**src/rtl/multicycle_controller.sv**
```systemverilog
// multicycle_controller: FETCH/DECODE/EXEC/MEM sequencer for an RV32I-subset core
// driving an NBITS register-file/ALU datapath with request/valid instruction and data ports.
module multicycle_controller #(
    parameter int NBITS      = 8,
    parameter int NREGS      = 32,
    parameter int WIDTH_ALUF = 4,
    localparam int RW        = $clog2(NREGS)
) (
    input  logic                  clock,
    input  logic                  reset,
    output logic [NBITS-1:0]      instr_addr,
    output logic                  instr_req,
    input  logic                  instr_valid,
    input  logic [31:0]           instr,
    output logic [RW-1:0]         RS1,
    output logic [RW-1:0]         RS2,
    output logic [RW-1:0]         RD,
    output logic [NBITS-1:0]      IMM,
    output logic [WIDTH_ALUF-1:0] ALUControl,
    output logic                  ALUSrc,
    output logic                  MemtoReg,
    output logic                  RegWrite,
    output logic                  link,
    output logic [NBITS-1:0]      pclink,
    input  logic                  Zero,
    input  logic                  Neg,
    input  logic                  Carry,
    input  logic [NBITS-1:0]      PCReg,
    output logic                  mem_req,
    output logic                  mem_we,
    input  logic                  mem_ready,
    output logic                  halted,
    output logic [2:0]            state_dbg
);
    typedef enum logic [2:0] {FETCH = 3'd0, DECODE = 3'd1, EXEC = 3'd2, MEM = 3'd3, HALT = 3'd4} state_t;

    localparam logic [WIDTH_ALUF-1:0] ALU_ADD = WIDTH_ALUF'(4'b0000);
    localparam logic [WIDTH_ALUF-1:0] ALU_SUB = WIDTH_ALUF'(4'b1000);

    state_t           state_q, state_d;
    logic [NBITS-1:0] pc_q, pc_d;
    logic [31:0]      ir_q, ir_d;

    logic [6:0]  opcode;
    logic [2:0]  funct3;
    logic        is_r, is_sub, is_addi, is_lw, is_sw, is_br, is_bne, is_jal, is_jalr, legal;
    logic [31:0] imm32;
    logic [NBITS-1:0] pc_plus4, pc_plus_imm, jalr_tgt;
    logic        unused_flags;

    assign opcode  = ir_q[6:0];
    assign funct3  = ir_q[14:12];
    assign is_r    = opcode == 7'b0110011 && funct3 == 3'b000 && (ir_q[31:25] & 7'b1011111) == 7'd0;
    assign is_sub  = is_r && ir_q[30];
    assign is_addi = opcode == 7'b0010011 && funct3 == 3'b000;
    assign is_lw   = opcode == 7'b0000011 && funct3 == 3'b010;
    assign is_sw   = opcode == 7'b0100011 && funct3 == 3'b010;
    assign is_br   = opcode == 7'b1100011 && funct3[2:1] == 2'b00;
    assign is_bne  = funct3[0];
    assign is_jal  = opcode == 7'b1101111;
    assign is_jalr = opcode == 7'b1100111;
    assign legal   = is_r | is_addi | is_lw | is_sw | is_br | is_jal | is_jalr;

    always_comb begin
        imm32 = 32'd0;
        if (is_addi || is_lw || is_jalr) imm32 = {{20{ir_q[31]}}, ir_q[31:20]};
        else if (is_sw)                  imm32 = {{20{ir_q[31]}}, ir_q[31:25], ir_q[11:7]};
        else if (is_br)                  imm32 = {{19{ir_q[31]}}, ir_q[31], ir_q[7], ir_q[30:25], ir_q[11:8], 1'b0};
        else if (is_jal)                 imm32 = {{11{ir_q[31]}}, ir_q[31], ir_q[19:12], ir_q[20], ir_q[30:21], 1'b0};
    end

    assign IMM         = imm32[NBITS-1:0];
    assign RS1         = RW'(ir_q[19:15]);
    assign RS2         = RW'(ir_q[24:20]);
    assign RD          = RW'(ir_q[11:7]);
    assign pc_plus4    = pc_q + NBITS'(4);
    assign pc_plus_imm = pc_q + IMM;
    assign jalr_tgt    = (PCReg + IMM) & ~NBITS'(1);
    assign pclink      = pc_plus4;
    assign instr_addr  = pc_q;
    assign state_dbg   = state_q;
    // Only Zero participates in branch resolution.
    assign unused_flags = Neg ^ Carry;

    always_ff @(posedge clock or posedge reset) begin
        if (reset) begin
            state_q <= FETCH;
            pc_q    <= '0;
            ir_q    <= '0;
        end else begin
            state_q <= state_d;
            pc_q    <= pc_d;
            ir_q    <= ir_d;
        end
    end

    always_comb begin
        state_d = state_q;
        pc_d    = pc_q;
        ir_d    = ir_q;
        case (state_q)
            FETCH: begin
                ir_d    = instr_valid ? instr : ir_q;
                state_d = instr_valid ? DECODE : FETCH;
            end
            DECODE: state_d = legal ? EXEC : HALT;
            EXEC: begin
                state_d = (is_lw || is_sw) ? MEM : FETCH;
                if (is_r || is_addi) pc_d = pc_plus4;
                else if (is_br)      pc_d = (Zero ^ is_bne) ? pc_plus_imm : pc_plus4;
                else if (is_jal)     pc_d = pc_plus_imm;
                else if (is_jalr)    pc_d = jalr_tgt;
            end
            MEM: begin
                state_d = mem_ready ? FETCH : MEM;
                pc_d    = mem_ready ? pc_plus4 : pc_q;
            end
            default: state_d = HALT;
        endcase
    end

    always_comb begin
        instr_req  = 1'b0;
        ALUControl = ALU_ADD;
        ALUSrc     = 1'b0;
        MemtoReg   = 1'b0;
        RegWrite   = 1'b0;
        link       = 1'b0;
        mem_req    = 1'b0;
        mem_we     = 1'b0;
        halted     = 1'b0;
        case (state_q)
            // Gated so outputs read as reset values while reset is held.
            FETCH: instr_req = ~reset;
            EXEC: begin
                ALUControl = (is_br || is_sub) ? ALU_SUB : ALU_ADD;
                ALUSrc     = is_addi | is_lw | is_sw;
                RegWrite   = is_r | is_addi | is_jal | is_jalr;
                link       = is_jal | is_jalr;
            end
            MEM: begin
                ALUSrc   = 1'b1;
                mem_req  = 1'b1;
                mem_we   = is_sw;
                RegWrite = is_lw & mem_ready;
                MemtoReg = is_lw & mem_ready;
            end
            HALT:    halted = 1'b1;
            default: ;
        endcase
    end
endmodule

```
**config.mk**
```make
export PLATFORM = sky130hd
export DESIGN_NAME = multicycle_controller
export DESIGN_NICKNAME = d
export VERILOG_FILES = /design/src/rtl/multicycle_controller.sv
export SDC_FILE = /design/constraint.sdc
export NUM_CORES = 1
export LEC_CHECK = 0
export BUFFER_PORTS_ARGS = -buffer_cell sky130_fd_sc_hd__buf_2
export CORE_MARGIN = 5
export CORE_UTILIZATION = 35
export CTS_BUF_LIST = sky130_fd_sc_hd__clkbuf_16
export CTS_CLUSTER_SIZE = 25
export DETAILED_ROUTE_END_ITERATION = 8
export PLACE_DENSITY = 0.67
export SLEW_MARGIN = 10
export SYNTH_ARGS = -nofsm -noshare
export SYNTH_HDL_FRONTEND = slang
export SYNTH_SLANG_ARGS = --single-unit
```
**constraint.sdc**
```tcl
create_clock -name clock -period 9.9 [get_ports clock]
set_clock_uncertainty 0.2 [all_clocks]
set_input_delay 1.98 -clock clock [delete_from_list [all_inputs] [get_ports clock]]
set_output_delay 1.98 -clock clock [all_outputs]
set_load 0.01 [all_outputs]
```
Word-level counts from Yosys, hierarchy flattened
Index checks and enable logic that the tools add are counted.

word-level totals
  input port bits = 47
  register bits = 43
  output and inout bits = 54

cells by class
  mux-type cells = 26
  reduce and logical (&&, ||, !) cells = 19
  equal/unequal tests = 14
  bitwise gates (word level) = 14
  $add $sub $neg = 3

operators with widths
  cell                 number
  $mux 8               10
  $eq 7x7->1 const B   3
  $add 8x8->8          2
  $pmux 8 s2           1
  $eq 7x6->1 const B   2
  $pmux 3 s4           1
  $or 1x1->1           11
  $eq 3x2->1 const B   3
  $add 8x3->8 const B  1
  $mux 4               2
  $eq 7x2->1 const B   1
  $eq 7x5->1 const B   1
  $logic_and 1x1->1    7
  $logic_not 7->1      1
  $mux 1               7
  $logic_not 3->1      2
  $logic_or 1x1->1     5
  $ne 5x5->1 const B   1
  $mux 2               2
  $pmux 1 s2           2
  $eq 3x1->1 const B   1
  $eq 3x3->1 const B   1
  $mux 3               1
  $reduce_and 3->1     1
  7 further kinds      7

Logic depth before layout (Yosys ltp)
  depth in word-level cells = 11
  gate-level depth with buffers = 16
  depth with buffers taken out = 15

Worst setup path before layout
No wires, ideal clock.

  kind = input to output
  start point = in mem_ready
  end point = out RegWrite
  arrival time = 2.539 ns
  stages on the path = 3
  path slack = 5.181 ns
  buffers on the path = 0
  cells stage by stage = inv_1 nor3_1 a21o_1

on the way
  word-level cells in the longest chain between the ends = 2

RTL lines
  item             line  RTL
  start, declared  31    input logic mem_ready,
  $and 1x1->1      145   RegWrite = is_lw & mem_ready;
  $pmux 1 s2       132   case (state_q)
  end, declared    22    output logic RegWrite,

No other way between the ends.

Worst setup path in the final report
  start point = reg ir_q[3]
  end point = out IMM[2]

on the way
  word-level cells in the longest chain between the ends = 5
  elaborated cells on any way between the ends = 16

RTL lines
  item                                               line    RTL
  start, declared                                    42      logic [31:0] ir_q, ir_d;
  start signal, assigned                             93      ir_q <= ir_d;
  $eq 7x7->1, or another cell as far along           60      assign is_jal = opcode == 7'b1101111;
  $mux 8, or another cell as far along               69      else if (is_jal) imm32 = {{11{ir_q[31]}}, ir_q[31], ir_q[19:12], ir_q[20], ir_q[30:21], 1'b0};
  $mux 8 / $logic_or 1x1->1 (equally long branches)  68, 66
  $mux 8 / $logic_or 1x1->1 (equally long branches)  67, 66
  $mux 8 (*)                                         66      if (is_addi || is_lw || is_jalr) imm32 = {{20{ir_q[31]}}, ir_q[31:20]};
  end, declared                                      18      output logic [NBITS-1:0] IMM,

Mark *: on every way between the ends. The rest lies on a longest branch, timed or not.

==> out/qor.yml <==
outcome:
  status: "finished clean"
finish:
  final_common_cell: "buf_2"
  n_fill_cell: 805
  layout.nets: 447
  final_area_sq_um: 3590
  n_antenna_cell: 0
  layout-drive-gt1-share_pct: 39.63
  syn2layout_area_growth_pct: 19.05
  layout_common_cells: "buf_2, dfrtp_1, mux2_2"
timing:
  slew_violations: 0
  finalSetupTns_ns: 0
  setup_violations: 0
  post-route-min-period_ns: 4.902
  relSlewSlack_pct: 33.61
  fmax_mhz: 204.0
  finalHoldViolations: 0
  min_period_over_period_pct: 49.52
  rsz0062_at_grt: "no"
  tightest_slew_ns: 0.9899
  hold_ws_ns: 0.3048
logic_synthesis:
  yosysSeqAreaShare_pct: 35.68
  synth_cells: 303
  yosysWarningCount: 0
  syn_avg_cell_area_sq_um: 9.952
  synth-async-reset-ratio_pct: 100.0
  synth_flop_cell: "dfrtp_1"
  synth_edf_count: 0
  yosys.cell_types.count: 56
  synth_area_sq_um: 3015
  ys_ff_latch: 43
detailed_routing:
  drt-pass1-iter-count: 4
  drc: 0
  ant_nets: 0
  routed_wl_mm: 7.461
  wl_per_cell_um: 15.35
  vias: 2514
  avgViaCountPerCell: 5.173
  drt-initial-drc-count: 105
setup_path:
  path_max_fanout: 6
  end_kind: "primary output"
  crit_path_top_delay_cell: "or4_4"
  r2r-start: "ir_q[3]"
  worstPathRequired_ns: 7.72
  cp_cell_sequence: "or3_4 -> or4_4 -> o31ai_1 -> a22o_1 -> buf_2"
  r2r_end: "instr_addr[6]"
  arrival_ns: 2.72
  r2r_slack_ns: 5.49
  startpoint_type: "flop"
  critical_path_class: "reg -> out"
  cpPeakStageDelay_ns: 0.55
  reg2regPathDepth: 13
clocking:
  insertion_delay_ns: 0.28
  cts_max_level: 2
  cts_resized: 0
  post-cts-setup-buffer-count: 0
  cts_tree: "built"
  cts_sinks: 43
  hold_buffers: 0
  clock_path_buffers: 2
  cts_root_buf: "clkbuf_16"
  numCtsBuffers: 5
  clk_pin_slew_worst_paths_ns: 0.07
global_route:
  grt_pass1_vias: 2500
  antenna_found_initial: 0
  gr-usage-all-layers_pct: 14.45
  grt_max_degree: 44
  gr-total-overflow: 0
  grt_pass1_wl_mm: 12.07
die:
  rows: 33
  die_x_um: 102.8
  core_area_sq_um: 8299
  start_util_pct: 36.33
  io_pins: 101
  die_h_um: 102.8
  dieArea_sq_um: 10570
placement:
  gp_congestion: 0.8610
  dp_hpwl_mm: 6.034
  port_buffers: 95
  postPlaceCellArea_sq_um: 3445
power_and_ir_drop:
  powerDensity_nw_per_um2: 191.4
  vdd_ir_drop_max_v: 0.0001265
  power_leakage_nw: 1.720
flow_run:
  drv_cap: 0
hold_path:
  holdCritPathClass: "reg -> reg"
  hold_path_end: "ir_q[18]"
  holdCritStartpoint: "ir_q[18]"
  min_path_cells: 1
[registers in the layout (all words and copies together), names as in the netlist]
register / cells
ir_q: 32
instr_addr: 8
state_dbg: 3
[worst max-delay path by stage]
stage | to | cells after the start | start
5_1_grt | IMM[2] | 5 | ir_q[3]
4_1_cts | IMM[2] | 5 | ir_q[3]
3_5_place_dp | RegWrite | 5 | mem_ready
2_1_floorplan | RegWrite | 3 | mem_ready
6_report | IMM[2] | 5 | ir_q[3]
3_3_place_gp | RegWrite | 5 | mem_ready
[layout make-up]
class                      count  area [sq um]  area share (%)
tap                          105         131.4           3.660
timing repair buffer          96         483.0           13.45
sequential                    43          1076           29.98
clock inverter                 3         20.02          0.5577
clock buffer                   5         125.1           3.486
multi-input combinational    220          1702           47.40
inverter                      14         52.55           1.464
[synthesized netlist by cell type (4+ instances only)]
| cell type | n | area, sq um |
|---|---|---|
| dfrtp_1 | 43 | 1076 |
| mux2_2 | 31 | 349.1 |
| buf_4 | 21 | 157.7 |
| ha_1 | 18 | 225.2 |
| nand2_1 | 18 | 67.56 |
| a21oi_1 | 14 | 70.07 |
| inv_1 | 14 | 52.55 |
| nor2_1 | 14 | 52.55 |
| o21ai_0 | 14 | 70.07 |
| nor3_1 | 13 | 65.06 |
| xnor2_1 | 11 | 96.34 |
| nand3_1 | 7 | 35.03 |
| o21ai_1 | 6 | 30.03 |
| clkbuf_1 | 5 | 18.77 |
| nor4_1 | 5 | 31.28 |
| xor2_1 | 5 | 43.79 |
| a21o_1 | 4 | 30.03 |
| a22o_1 | 4 | 35.03 |
| nand2b_1 | 4 | 25.02 |
| nor2b_1 | 4 | 25.02 |
| o21a_1 | 4 | 30.03 |
[critical path: cells and delay by family, from the launching register on]
family | cells | cell delay [ns]
AOI/OAI and AO/OA | 2 | 0.86
and+or+nand+nor | 2 | 0.96
DFF | 1 | 0.46
buffers and inverters | 1 | 0.18
[routing by layer]
layer | routed length, um | global-route usage, % | share of wire, %
met5 | 0 | 0 | 0
met4 | 121 | 4.382 | 1.6
met3 | 479 | 3.248 | 6.4
met2 | 3624 | 24.63 | 49
met1 | 3236 | 18.31 | 43
[cells by family (layout without fill, tap and decap cells)]
| family | Yosys count | after routing | share of synthesized area, % |
|---|---|---|---|
| AO/OA/AOI/OAI | 67 | 67 | 15.73 |
| adder cells (fa/ha/maj) | 20 | 20 | 8.797 |
| AND/OR/NAND/NOR | 83 | 83 | 15.10 |
| buffers and inverters | 42 | 118 | 8.340 |
| multiplexers | 31 | 31 | 11.58 |
| flip-flops | 43 | 43 | 35.68 |
| XOR/XNOR | 16 | 16 | 4.647 |
| other | 1 | 3 | 0.1244 |
[report_power, final]
part,total (mW),switching (mW),internal [mW]
Combinational,0.214,0.0995,0.114
Clock,0.164,0.0710,0.0930
Sequential,0.309,0.0661,0.243
Total,0.687,0.237,0.450
[per-stage QoR]
stage	power (mW)	setup slack, ns	instances	utilization (%)
after floorplan	0.4889	5.181	305	-
after global placement	0.5189	5.120	478	41.50
after detailed placement	0.5284	5.088	478	41.50
after CTS	0.6956	4.935	486	43.25
after global routing	0.7379	4.830	486	43.25
final	0.6870	4.998	486	43.25
Power figures use the tool's default switching activity.
